--- src/rtl/dark_soc_v.sv ---
// DarkRISCV board SoC shell: 8N1 UART that sends a boot banner, then echoes received bytes.
// Define UART_ECHO_EN to build in the receiver, the holding buffer and the echo path.
module dark_soc_v #(
  parameter int unsigned BOARD_CK = 100000000,
  parameter int unsigned BAUD     = 115200
) (
  input  logic XCLK,
  input  logic XRES,
  input  logic UART_RXD,
  output logic UART_TXD
);

  localparam int unsigned DIV     = BOARD_CK / BAUD;
  localparam int unsigned HALF    = DIV / 2;
  localparam int unsigned CW      = $clog2(DIV + 1);
  localparam int unsigned NBANNER = 9;

  typedef enum logic {S_BOOT, S_RUN} tx_state_e;

  function automatic logic [7:0] banner_byte(input logic [3:0] idx);
    case (idx)
      4'd0:    banner_byte = 8'h64;
      4'd1:    banner_byte = 8'h61;
      4'd2:    banner_byte = 8'h72;
      4'd3:    banner_byte = 8'h6B;
      4'd4:    banner_byte = 8'h73;
      4'd5:    banner_byte = 8'h6F;
      4'd6:    banner_byte = 8'h63;
      4'd7:    banner_byte = 8'h76;
      4'd8:    banner_byte = 8'h0A;
      default: banner_byte = 8'h00;
    endcase
  endfunction

  tx_state_e       state_q;
  logic [3:0]      ptr_q;
  logic [1:0]      boot_dly_q;
  logic            tx_busy_q;
  logic [8:0]      tx_shift_q;
  logic [3:0]      tx_bit_q;
  logic [CW-1:0]   tx_cnt_q;
  logic            txd_q;

  logic            hold_valid_c;
  logic [7:0]      hold_data_c;
  logic            frame_end_c;
  logic            tx_free_c;
  logic            banner_load_c;
  logic            echo_load_c;

  assign UART_TXD = txd_q;

  // Load decisions: a new frame may start on the same edge the previous stop bit ends.
  always_comb begin
    frame_end_c   = 1'b0;
    tx_free_c     = 1'b0;
    banner_load_c = 1'b0;
    echo_load_c   = 1'b0;
    frame_end_c   = tx_busy_q && (tx_cnt_q == CW'(DIV - 1)) && (tx_bit_q == 4'd9);
    tx_free_c     = !tx_busy_q || frame_end_c;
    banner_load_c = (state_q == S_BOOT) && (ptr_q != 4'(NBANNER)) && tx_free_c &&
                    (tx_busy_q || boot_dly_q[1]);
    echo_load_c   = (state_q == S_RUN) && hold_valid_c && tx_free_c;
  end

  // TX shifter and BOOT/RUN sequencing.
  always_ff @(posedge XCLK) begin
    if (XRES) begin
      state_q    <= S_BOOT;
      ptr_q      <= '0;
      boot_dly_q <= '0;
      tx_busy_q  <= 1'b0;
      tx_shift_q <= '1;
      tx_bit_q   <= '0;
      tx_cnt_q   <= '0;
      txd_q      <= 1'b1;
    end else begin
      boot_dly_q <= {boot_dly_q[0], 1'b1};
      if (banner_load_c || echo_load_c) begin
        txd_q      <= 1'b0;
        tx_shift_q <= {1'b1, (banner_load_c ? banner_byte(ptr_q) : hold_data_c)};
        tx_bit_q   <= '0;
        tx_cnt_q   <= '0;
        tx_busy_q  <= 1'b1;
        if (banner_load_c) begin
          ptr_q <= ptr_q + 4'd1;
        end
      end else if (frame_end_c) begin
        tx_busy_q <= 1'b0;
        tx_cnt_q  <= '0;
        txd_q     <= 1'b1;
        if (state_q == S_BOOT) begin
          state_q <= S_RUN;
        end
      end else if (tx_busy_q) begin
        if (tx_cnt_q == CW'(DIV - 1)) begin
          tx_cnt_q   <= '0;
          txd_q      <= tx_shift_q[0];
          tx_shift_q <= {1'b1, tx_shift_q[8:1]};
          tx_bit_q   <= tx_bit_q + 4'd1;
        end else begin
          tx_cnt_q <= tx_cnt_q + CW'(1);
        end
      end
    end
  end

`ifdef UART_ECHO_EN
  typedef enum logic [1:0] {R_IDLE, R_START, R_DATA, R_STOP} rx_state_e;

  rx_state_e       rx_state_q;
  logic            rx_meta_q;
  logic            rx_sync_q;
  logic            rx_prev_q;
  logic [CW-1:0]   rx_cnt_q;
  logic [2:0]      rx_bit_q;
  logic [7:0]      rx_shift_q;
  logic            hold_valid_q;
  logic [7:0]      hold_data_q;

  assign hold_valid_c = hold_valid_q;
  assign hold_data_c  = hold_data_q;

  // Receiver: start bit rechecked mid-bit, data and stop sampled at bit centres.
  always_ff @(posedge XCLK) begin
    if (XRES) begin
      rx_meta_q    <= 1'b1;
      rx_sync_q    <= 1'b1;
      rx_prev_q    <= 1'b1;
      rx_state_q   <= R_IDLE;
      rx_cnt_q     <= '0;
      rx_bit_q     <= '0;
      rx_shift_q   <= '0;
      hold_valid_q <= 1'b0;
      hold_data_q  <= '0;
    end else begin
      rx_meta_q <= UART_RXD;
      rx_sync_q <= rx_meta_q;
      rx_prev_q <= rx_sync_q;
      if (echo_load_c) begin
        hold_valid_q <= 1'b0;
      end
      case (rx_state_q)
        R_IDLE: begin
          rx_cnt_q <= '0;
          if (rx_prev_q && !rx_sync_q) begin
            rx_state_q <= R_START;
          end
        end
        R_START: begin
          if (rx_cnt_q == CW'(HALF - 1)) begin
            rx_cnt_q   <= '0;
            rx_bit_q   <= '0;
            rx_state_q <= rx_sync_q ? R_IDLE : R_DATA;
          end else begin
            rx_cnt_q <= rx_cnt_q + CW'(1);
          end
        end
        R_DATA: begin
          if (rx_cnt_q == CW'(DIV - 1)) begin
            rx_cnt_q   <= '0;
            rx_shift_q <= {rx_sync_q, rx_shift_q[7:1]};
            rx_bit_q   <= rx_bit_q + 3'd1;
            if (rx_bit_q == 3'd7) begin
              rx_state_q <= R_STOP;
            end
          end else begin
            rx_cnt_q <= rx_cnt_q + CW'(1);
          end
        end
        R_STOP: begin
          if (rx_cnt_q == CW'(DIV - 1)) begin
            rx_cnt_q   <= '0;
            rx_state_q <= R_IDLE;
            // A full buffer keeps its byte; a low stop bit discards the frame.
            if (rx_sync_q && !hold_valid_q) begin
              hold_data_q  <= rx_shift_q;
              hold_valid_q <= 1'b1;
            end
          end else begin
            rx_cnt_q <= rx_cnt_q + CW'(1);
          end
        end
        default: rx_state_q <= R_IDLE;
      endcase
    end
  end
`else
  logic unused_rxd;

  assign unused_rxd   = UART_RXD;
  assign hold_valid_c = 1'b0;
  assign hold_data_c  = 8'h00;
`endif

endmodule

--- config.mk ---
export PLATFORM = sky130hd
export DESIGN_NAME = dark_soc_v
export DESIGN_NICKNAME = d
export VERILOG_FILES = /design/src/rtl/dark_soc_v.sv
export SDC_FILE = /design/constraint.sdc
export NUM_CORES = 1
export LEC_CHECK = 0
export CAP_MARGIN = 20
export CORE_MARGIN = 10
export CORE_UTILIZATION = 50
export DETAILED_ROUTE_END_ITERATION = 7
export HOLD_SLACK_MARGIN = 0.12
export PLACE_DENSITY = 0.68
export SLEW_MARGIN = 10
export SYNTH_ARGS = -nofsm -noshare
export SYNTH_HDL_FRONTEND = slang
export SYNTH_SLANG_ARGS = --single-unit
--- constraint.sdc ---
create_clock -name XCLK -period 2.9 [get_ports XCLK]
set_clock_uncertainty 0.05 [all_clocks]
set_input_delay 0.58 -clock XCLK [delete_from_list [all_inputs] [get_ports XCLK]]
set_output_delay 0.58 -clock XCLK [all_outputs]
set_load 0.1 [all_outputs]
Word level (Yosys, flattened, before mapping) --
Memory sizes are Yosys's and may differ from the RTL's. A register that Yosys moved wholly into a read port is not among the register bits. Cells that the tools add are included. Widths: inputs -> output; s select.
Word-level totals: bits in registers 31, bits in read-only memories 112, input bits 3, output and inout bits 1, logic and storage cells 53, memories kept 1
Memories:
- (no name shown) | words 16, width 7, rd ports 1, clocked after memory_dff 1, write ports 0, line 21 | case (idx)
Operators by class: $add $sub $neg 3, equal/unequal tests 4, muxes and demuxes 14, bitwise gates (word level) 3, reductions and logical operators 19
Operators with widths (count):
- $mux 8 | 4
- $add 10x1->10 const B | 1
- $eq 10x10->1 const B | 1
- $mux 10 | 1
- $add 4x1->4 const B | 2
- $mux 4 | 2
- $mux 1 | 7
- $reduce_and 3->1 | 2
- $reduce_bool 2->1 | 3
- $reduce_bool 3->1 | 2
- $logic_and 1x1->1 | 5
- $eq 4x4->1 const B | 1
- $ne 4x4->1 const B | 1
- $reduce_and 2->1 | 2
- $not 1->1 | 3
- $reduce_or 3->1 | 1
- $logic_or 1x1->1 | 2
- $ne 2x1->1 const B | 1
- $reduce_or 2->1 | 1
- $logic_not 1->1 | 1

Logic depth before layout (Yosys ltp) --
Gate-level depths: netlist of the first run.
depth in word-level cells 8, gate-level depth with buffers 12

Worst setup path before layout of the first run --
OpenSTA, ideal clock, no wires.
path kind reg2reg, start point register tx_bit_q[0], end point register (tool-made name), arrival 2.190 ns, path slack 0.540 ns, cell stages (with the launch flop) 12, buffers on the path 1, period minus slack after synthesis 2.360 ns, cell sequence dfxtp_1 -> ha_1 -> and3b_1 -> a41oi_2 -> buf_6 -> o21a_1 -> a211oi_1 -> inv_1 -> ha_1 -> inv_1 -> mux2i_1 -> nor2_1
RTL lines:
- start: declaration | line 40 | logic [3:0] tx_bit_q;
- start signal: assignment | line 100 | tx_bit_q <= tx_bit_q + 4'd1;

==> metrics.yaml, run 1 <==
status: "completed"
synth-compound-area-share: 0.128
die-width_um: 77.9
cts_buffers: 5
critPathArrivalTime_ps: 2600
cts_tree: "built"
h-tree-depth: 2
gp_congestion: 0.758
via_per_inst: 5.25
port_buffers: 2
fp.coreArea_sq_mm: 0.00313
synth-simple-area-share: 0.209
drc_errors: 0
synth_edf_count: 0
fp.dieH_um: 77.9
cts_sinks: 37
grt_util_met3: 0.0323
post_route_cells_drive_above_1_share: 0.115
dieArea_sq_mm: 0.00607
clock-root-buffer: "clkbuf_4"
clk_latency_ps: 350
synthMuxAreaShare: 0.0329
power_leakage_nw: 0.722
grt_use_met1: 0.122
first_pass_iters: 4
grt_usage: 0.102
worst_pin_slew_ps: 494
yosysSeqAreaShare: 0.442
post-cts-setup-buffer-count: 0
finalSetupViolCount: 0
min_path_type: "flop to flop"
clk_pin_slew_ps: 120
min_period_ps: 2410
yosysMostFrequentCell: "dfxtp_1"
top_usage_layer: "met2"
ir_drop_uv: 215
slew_violations: 0
grt_util_met2: 0.157
fin_tns_setup_ps: 0
max_freq_mhz: 415
crit_fanout: 6
boundaryPins: 4
antenna_found_initial: 0
drt_iter0_markers: 69
maxCapViolCount: 0
powerDensity_mw_per_mm2: 533
grt_max_degree: 13
rsz0062_at_grt: "no"
finalWirelength_mm: 2.90
maxSlewHeadroom: 0.670
fin_nets: 204
synth-async-reset-ratio: 0
fin_crit_sh: 0.831
vias: 1238
synthAdderAreaFrac: 0.0747
cts_resized: 0
yosysUniqueCellTypes: 36
wire_per_inst_um: 12.3
crit_required_ps: 3090
r2r-start: "tx_bit_q[1]"
r2r_setup_slack_ps: 490
whs_ps: 401
synth-xor-area-share: 0.0575
synth_area_per_cell_sq_um: 9.11
yosys_warnings: 0
netlist_top_cells_area: "dfxtp_1 44%, ha_1 7.5%, nor2_1 4.7%, nand2_1 4.5%, xor2_1 4.2%"
start_util: 0.536
cts.path.max_buffers: 2
placementRows: 20
yosys_most_used_dff: "dfxtp_1"
syn_to_final_growth_pct: 8.51
synth_common_cells: "37 x dfxtp_1, 21 x nor2_1, 20 x nand2_1"
ctsHoldBuffers: 0
dp_hpwl_mm: 2.15
crit_type: "flop to flop"
reg2regPathDepth: 11
yosys.area.top_type: "dfxtp_1"
crit_path_start_kind: "flop"
synth_top_family_by_area: "simple AND/OR/NAND/NOR gates"
synth_top_area_frac: 0.442
synth_area_sq_mm: 0.00168
grt_pass1_wl_mm: 5.06
cp-startpoint: "tx_bit_q[1]"
ys_seq_elements: 37
antennaDiodeCount: 0
synthCells: 184
synth_nets: 197
hold_viol: 0
grt_pass1_vias: 1144
overflow: 0
critPathCaptureType: "flop"
ant_nets: 0
-- worst min-delay path by stage --
stage | start | end | depth (start not counted)
6_report | tx_shift_q[2] | tx_shift_q[2] | 2
5_1_grt | tx_shift_q[2] | tx_shift_q[2] | 2
4_1_cts | tx_shift_q[2] | tx_shift_q[2] | 2
3_5_place_dp | tx_shift_q[2] | tx_shift_q[2] | 2
3_3_place_gp | tx_shift_q[3] | tx_shift_q[3] | 2
2_1_floorplan | boot_dly_q[0] | boot_dly_q[1] | 1
-- critical path, stage by stage (launching register included) --
cell      delay (ps)
dfxtp_1          410
inv_1             60
ha_1             160
and3b_1          240
a41oi_2          330
nor2_1           100
a211oi_1         330
inv_1            100
ha_1             280
inv_1             40
mux2i_1          150
nor2_1            50
-- logic make-up (layout without fill, tap and decap cells) --
kind of cell | Yosys count | count (layout)
buffers and inverters | 22 | 30
muxes | 5 | 5
adders and majority gates | 10 | 10
AOI/OAI and AO/OA | 29 | 29
DFF | 37 | 37
and+or+nand+nor | 70 | 70
xor gates and xnor gates | 11 | 11
-- metal layers --
layer / up-vias / part of all wire
met3: 7 / 0.038
li1: 637 / -
met4: 0 / 0.019
met5: - / 0
met1: 577 / 0.49
met2: 17 / 0.45
-- area by class of cell --
cell class	instances	area, sq um
Clock buffer	6	51.3
Clock inverter	2	13.8
Fill cell	279	1310
Inverter	14	52.6
Multi-Input combinational cell	125	842
Sequential cell	37	741
Tap cell	44	55.1
Timing Repair Buffer	8	62.6
-- layout by cell type, fill, tap and decap left out, drive strengths merged, types with 2 or more instances in the layout --
master / n
xnor2: 3
buf: 7
ha: 10
nand4: 4
and4bb: 2
nor3: 3
nor2: 23
inv: 14
or3: 3
nand2: 20
nand2b: 2
xor2: 8
a221oi: 5
nand3: 6
clkbuf: 6
a21oi: 6
mux2i: 4
nor2b: 3
clkinv: 2
a211oi: 5
o21ai: 8
dfxtp: 37
-- report_power, final --
part           internal [mW]  total [mW]  switching, mW
combinational         0.0476       0.124         0.0763
clock                  0.118       0.288          0.170
sequential             0.538       0.557         0.0188
total                  0.704       0.968          0.265
-- stage by stage --
| step | instances | area [sq um] | util | setup WS [ps] | power (mW) |
|---|---|---|---|---|---|
| after floorplan | 184 | 1680 | - | 540 | 0.661 |
| after global placement | 228 | 1750 | 0.560 | 477 | 0.686 |
| after detailed placement | 228 | 1750 | 0.560 | 449 | 0.692 |
| after CTS | 236 | 1820 | 0.581 | 470 | 0.974 |
| after global routing | 236 | 1820 | 0.581 | 276 | 1.02 |
| final | 236 | 1820 | 0.581 | 489 | 0.968 |
(Power assumes the default switching activity.)
==> inputs of run 2 (changes only) <==
--- a/config.mk
+++ b/config.mk
@@ -10,7 +10,7 @@
 export CORE_UTILIZATION = 50
 export DETAILED_ROUTE_END_ITERATION = 7
 export HOLD_SLACK_MARGIN = 0.12
-export PLACE_DENSITY = 0.68
+export PLACE_DENSITY = 0.7
 export SLEW_MARGIN = 10
 export SYNTH_ARGS = -nofsm -noshare
 export SYNTH_HDL_FRONTEND = slang
==> constraint.sdc (replaced) <==
create_clock -name XCLK -period 2.1 [get_ports XCLK]
set_clock_uncertainty 0.05 [all_clocks]
set_input_delay 0.42 -clock XCLK [delete_from_list [all_inputs] [get_ports XCLK]]
set_output_delay 0.42 -clock XCLK [all_outputs]
set_load 0.1 [all_outputs]
==> metrics.yaml, run 2 (synthesis results as in run 1) <==
status: "complete, but fails checks"  # was completed
failed_checks: "setup timing"
finalWirelength_mm: 3.30  # was 2.90 mm
cts_sinks: 37  # unchanged
whs_path_depth: 2  # unchanged
reg2regPathDepth: 10  # was 11
min_path_type: "flop to flop"  # unchanged
crit_type: "flop to flop"  # unchanged
h-tree-depth: 2  # unchanged
hold_viol: 0  # unchanged
boundaryPins: 4  # unchanged
die-width_um: 77.9  # unchanged
antennaDiodeCount: 0  # unchanged
overflow: 0  # unchanged
cts_buffers: 5  # unchanged
fill_cells: 236  # was 279
final_util: 0.680  # was 0.581
setup_ws_ps: -52.2  # was 489 ps
cts.path.max_buffers: 2  # unchanged
finalSetupViolCount: 3  # was 0
critPathCaptureType: "flop"  # unchanged
grt_pass1_vias: 1290  # was 1144
final_cell_mix: "36 x buf_4, 34 x dfxtp_1, 20 x nand2_1, 20 x nor2_1, 10 x inv_1"  # was 37 x dfxtp_1, 21 x nor2_1, 20 x nand2_1, 14 x inv_1, 10 x ha_1
crit_path_start_kind: "flop"  # unchanged
cts_tree: "built"  # unchanged
placementRows: 20  # unchanged
fin_nets: 233  # was 204
maxSlewHeadroom: 0.748  # was 0.670
wire_per_inst_um: 12.5  # was 12.3 um
syn_to_final_growth_pct: 27.0  # was 8.51%
fin_crit_sh: 1.02  # was 0.831
vias: 1343  # was 1238
gp_congestion: 0.792  # was 0.758
worst_pin_slew_ps: 378  # was 494 ps
clk_pin_slew_ps: 110  # was 120 ps
crit_fanout: 6  # unchanged
clk_latency_ps: 340  # was 350 ps
dpl_worst_slack_ps: -128  # was 449 ps
via_per_inst: 5.07  # was 5.25
start_util: 0.536  # unchanged
clock-root-buffer: "clkbuf_4"  # unchanged
grt_max_degree: 13  # unchanged
post_route_cells_drive_above_1_share: 0.294  # was 0.115
rsz0062_at_grt: "yes"  # was no
fp.coreArea_sq_mm: 0.00313  # unchanged
min_period_ps: 2150  # was 2410 ps
fp.dieH_um: 77.9  # unchanged
powerDensity_mw_per_mm2: 676  # was 533 mW/mm^2
grt_usage: 0.114  # was 0.102
maxCapViolCount: 0  # unchanged
whs_endpoint: "tx_shift_q[2]"  # unchanged
r2r-start: "tx_bit_q[1]"  # unchanged
crit_required_ps: 2290  # was 3090 ps
grt_pass1_wl_mm: 5.69  # was 5.06 mm
slew_violations: 0  # unchanged
r2r_setup_slack_ps: -50  # was 490 ps
critPathArrivalTime_ps: 2340  # was 2600 ps
power_leakage_nw: 0.883  # was 0.722 nW
layout_commonest_cell: "buf_4"  # was dfxtp_1
antenna_found_initial: 0  # unchanged
port_buffers: 2  # unchanged
drc_errors: 0  # unchanged
drt_iter0_markers: 73  # was 69
max_freq_mhz: 465  # was 415 MHz
ant_nets: 0  # unchanged
ir_drop_uv: 335  # was 215 uV
dieArea_sq_mm: 0.00607  # unchanged
dp_hpwl_mm: 2.46  # was 2.15 mm
first_pass_iters: 4  # unchanged
run 2: changes by cell type in the layout (fill, tap and decap cells not counted), sizes merged:
cell / change
clkinv: -1
buf: +29
clkbuf: +1
run 2: area by class of cell:
| type | count | area, sq um | area share |
|---|---|---|---|
| flip-flops and latches | 37 | 744 | 0.350 |
| repair buffers | 37 | 280 | 0.132 |
| clock inverters | 1 | 5.00 | 0.00235 |
| well taps | 44 | 55.1 | 0.0259 |
| clock buffers | 7 | 65.1 | 0.0306 |
| multi-input cells | 125 | 925 | 0.435 |
| inverters | 14 | 52.6 | 0.0247 |
run 2: how the worst max path moves through the flow:
stage | startpoint | endpoint | slack [ps] | cells past startpoint
2_1_floorplan | tx_bit_q[1] | flop | 2 | 12
3_3_place_gp | ptr_q[1] | flop | -60 | 11
3_5_place_dp | tx_bit_q[1] | flop | -130 | 11
4_1_cts | tx_bit_q[1] | flop | -70 | 10
5_1_grt | ptr_q[1] | flop | -130 | 12
6_report | tx_bit_q[1] | flop | -50 | 10
run 2: power breakdown:
group / switching (mW) / internal, mW / leakage [nW]
clock network: 0.229 / 0.194 / 0.0413
registers: 0.0207 / 0.743 / 0.304
logic: 0.139 / 0.111 / 0.537
run 2: routing by layer:
| metal | vias to the layer above | GRT usage | routed length, um |
|---|---|---|---|
| met5 | - | 0 | 0 |
| met4 | 0 | 0.0383 | 41 |
| met3 | 5 | 0.0426 | 131 |
| met2 | 13 | 0.187 | 1600 |
| met1 | 632 | 0.133 | 1530 |
| li1 | 693 | - | - |
run 2: stage by stage:
| step | area (sq um) | std cells | power, mW | hold slack, ps | setup TNS (ps) |
|---|---|---|---|---|---|
| finish | 2130 | 265 | 1.44 | 406 | -80.7 |
| CTS | 2080 | 263 | 1.43 | 407 | -117 |
| global route | 2130 | 265 | 1.51 | 432 | -454 |
| detailed placement | 1980 | 255 | 1.01 | 389 | -498 |
| floorplan | 1700 | 184 | 0.927 | 364 | 0 |
| global placement | 1980 | 255 | 0.990 | 382 | -134 |
run 2: critical path, stage by stage, from the launching register on:
cell,delay (ps)
dfxtp_2,340
inv_2,50
ha_4,110
and3b_2,220
a41oi_4,170
or3_1,360
a21o_4,240
ha_4,270
inv_2,30
mux2i_1,150
nor2_1,50
run 2: timing repair:
| item | 4_1_cts | 5_1_grt |
|---|---|---|
| pin swaps | 2 | 7 |
| gates resized for setup | 5 | 7 |
| endpoints found under the hold margin | 0 | 0 |
| cloned | 0 | 0 |
| buffers inserted | 1 | 2 |
| hold buffers | 0 | 0 |
| endpoints found under the setup margin | 5 | 5 |
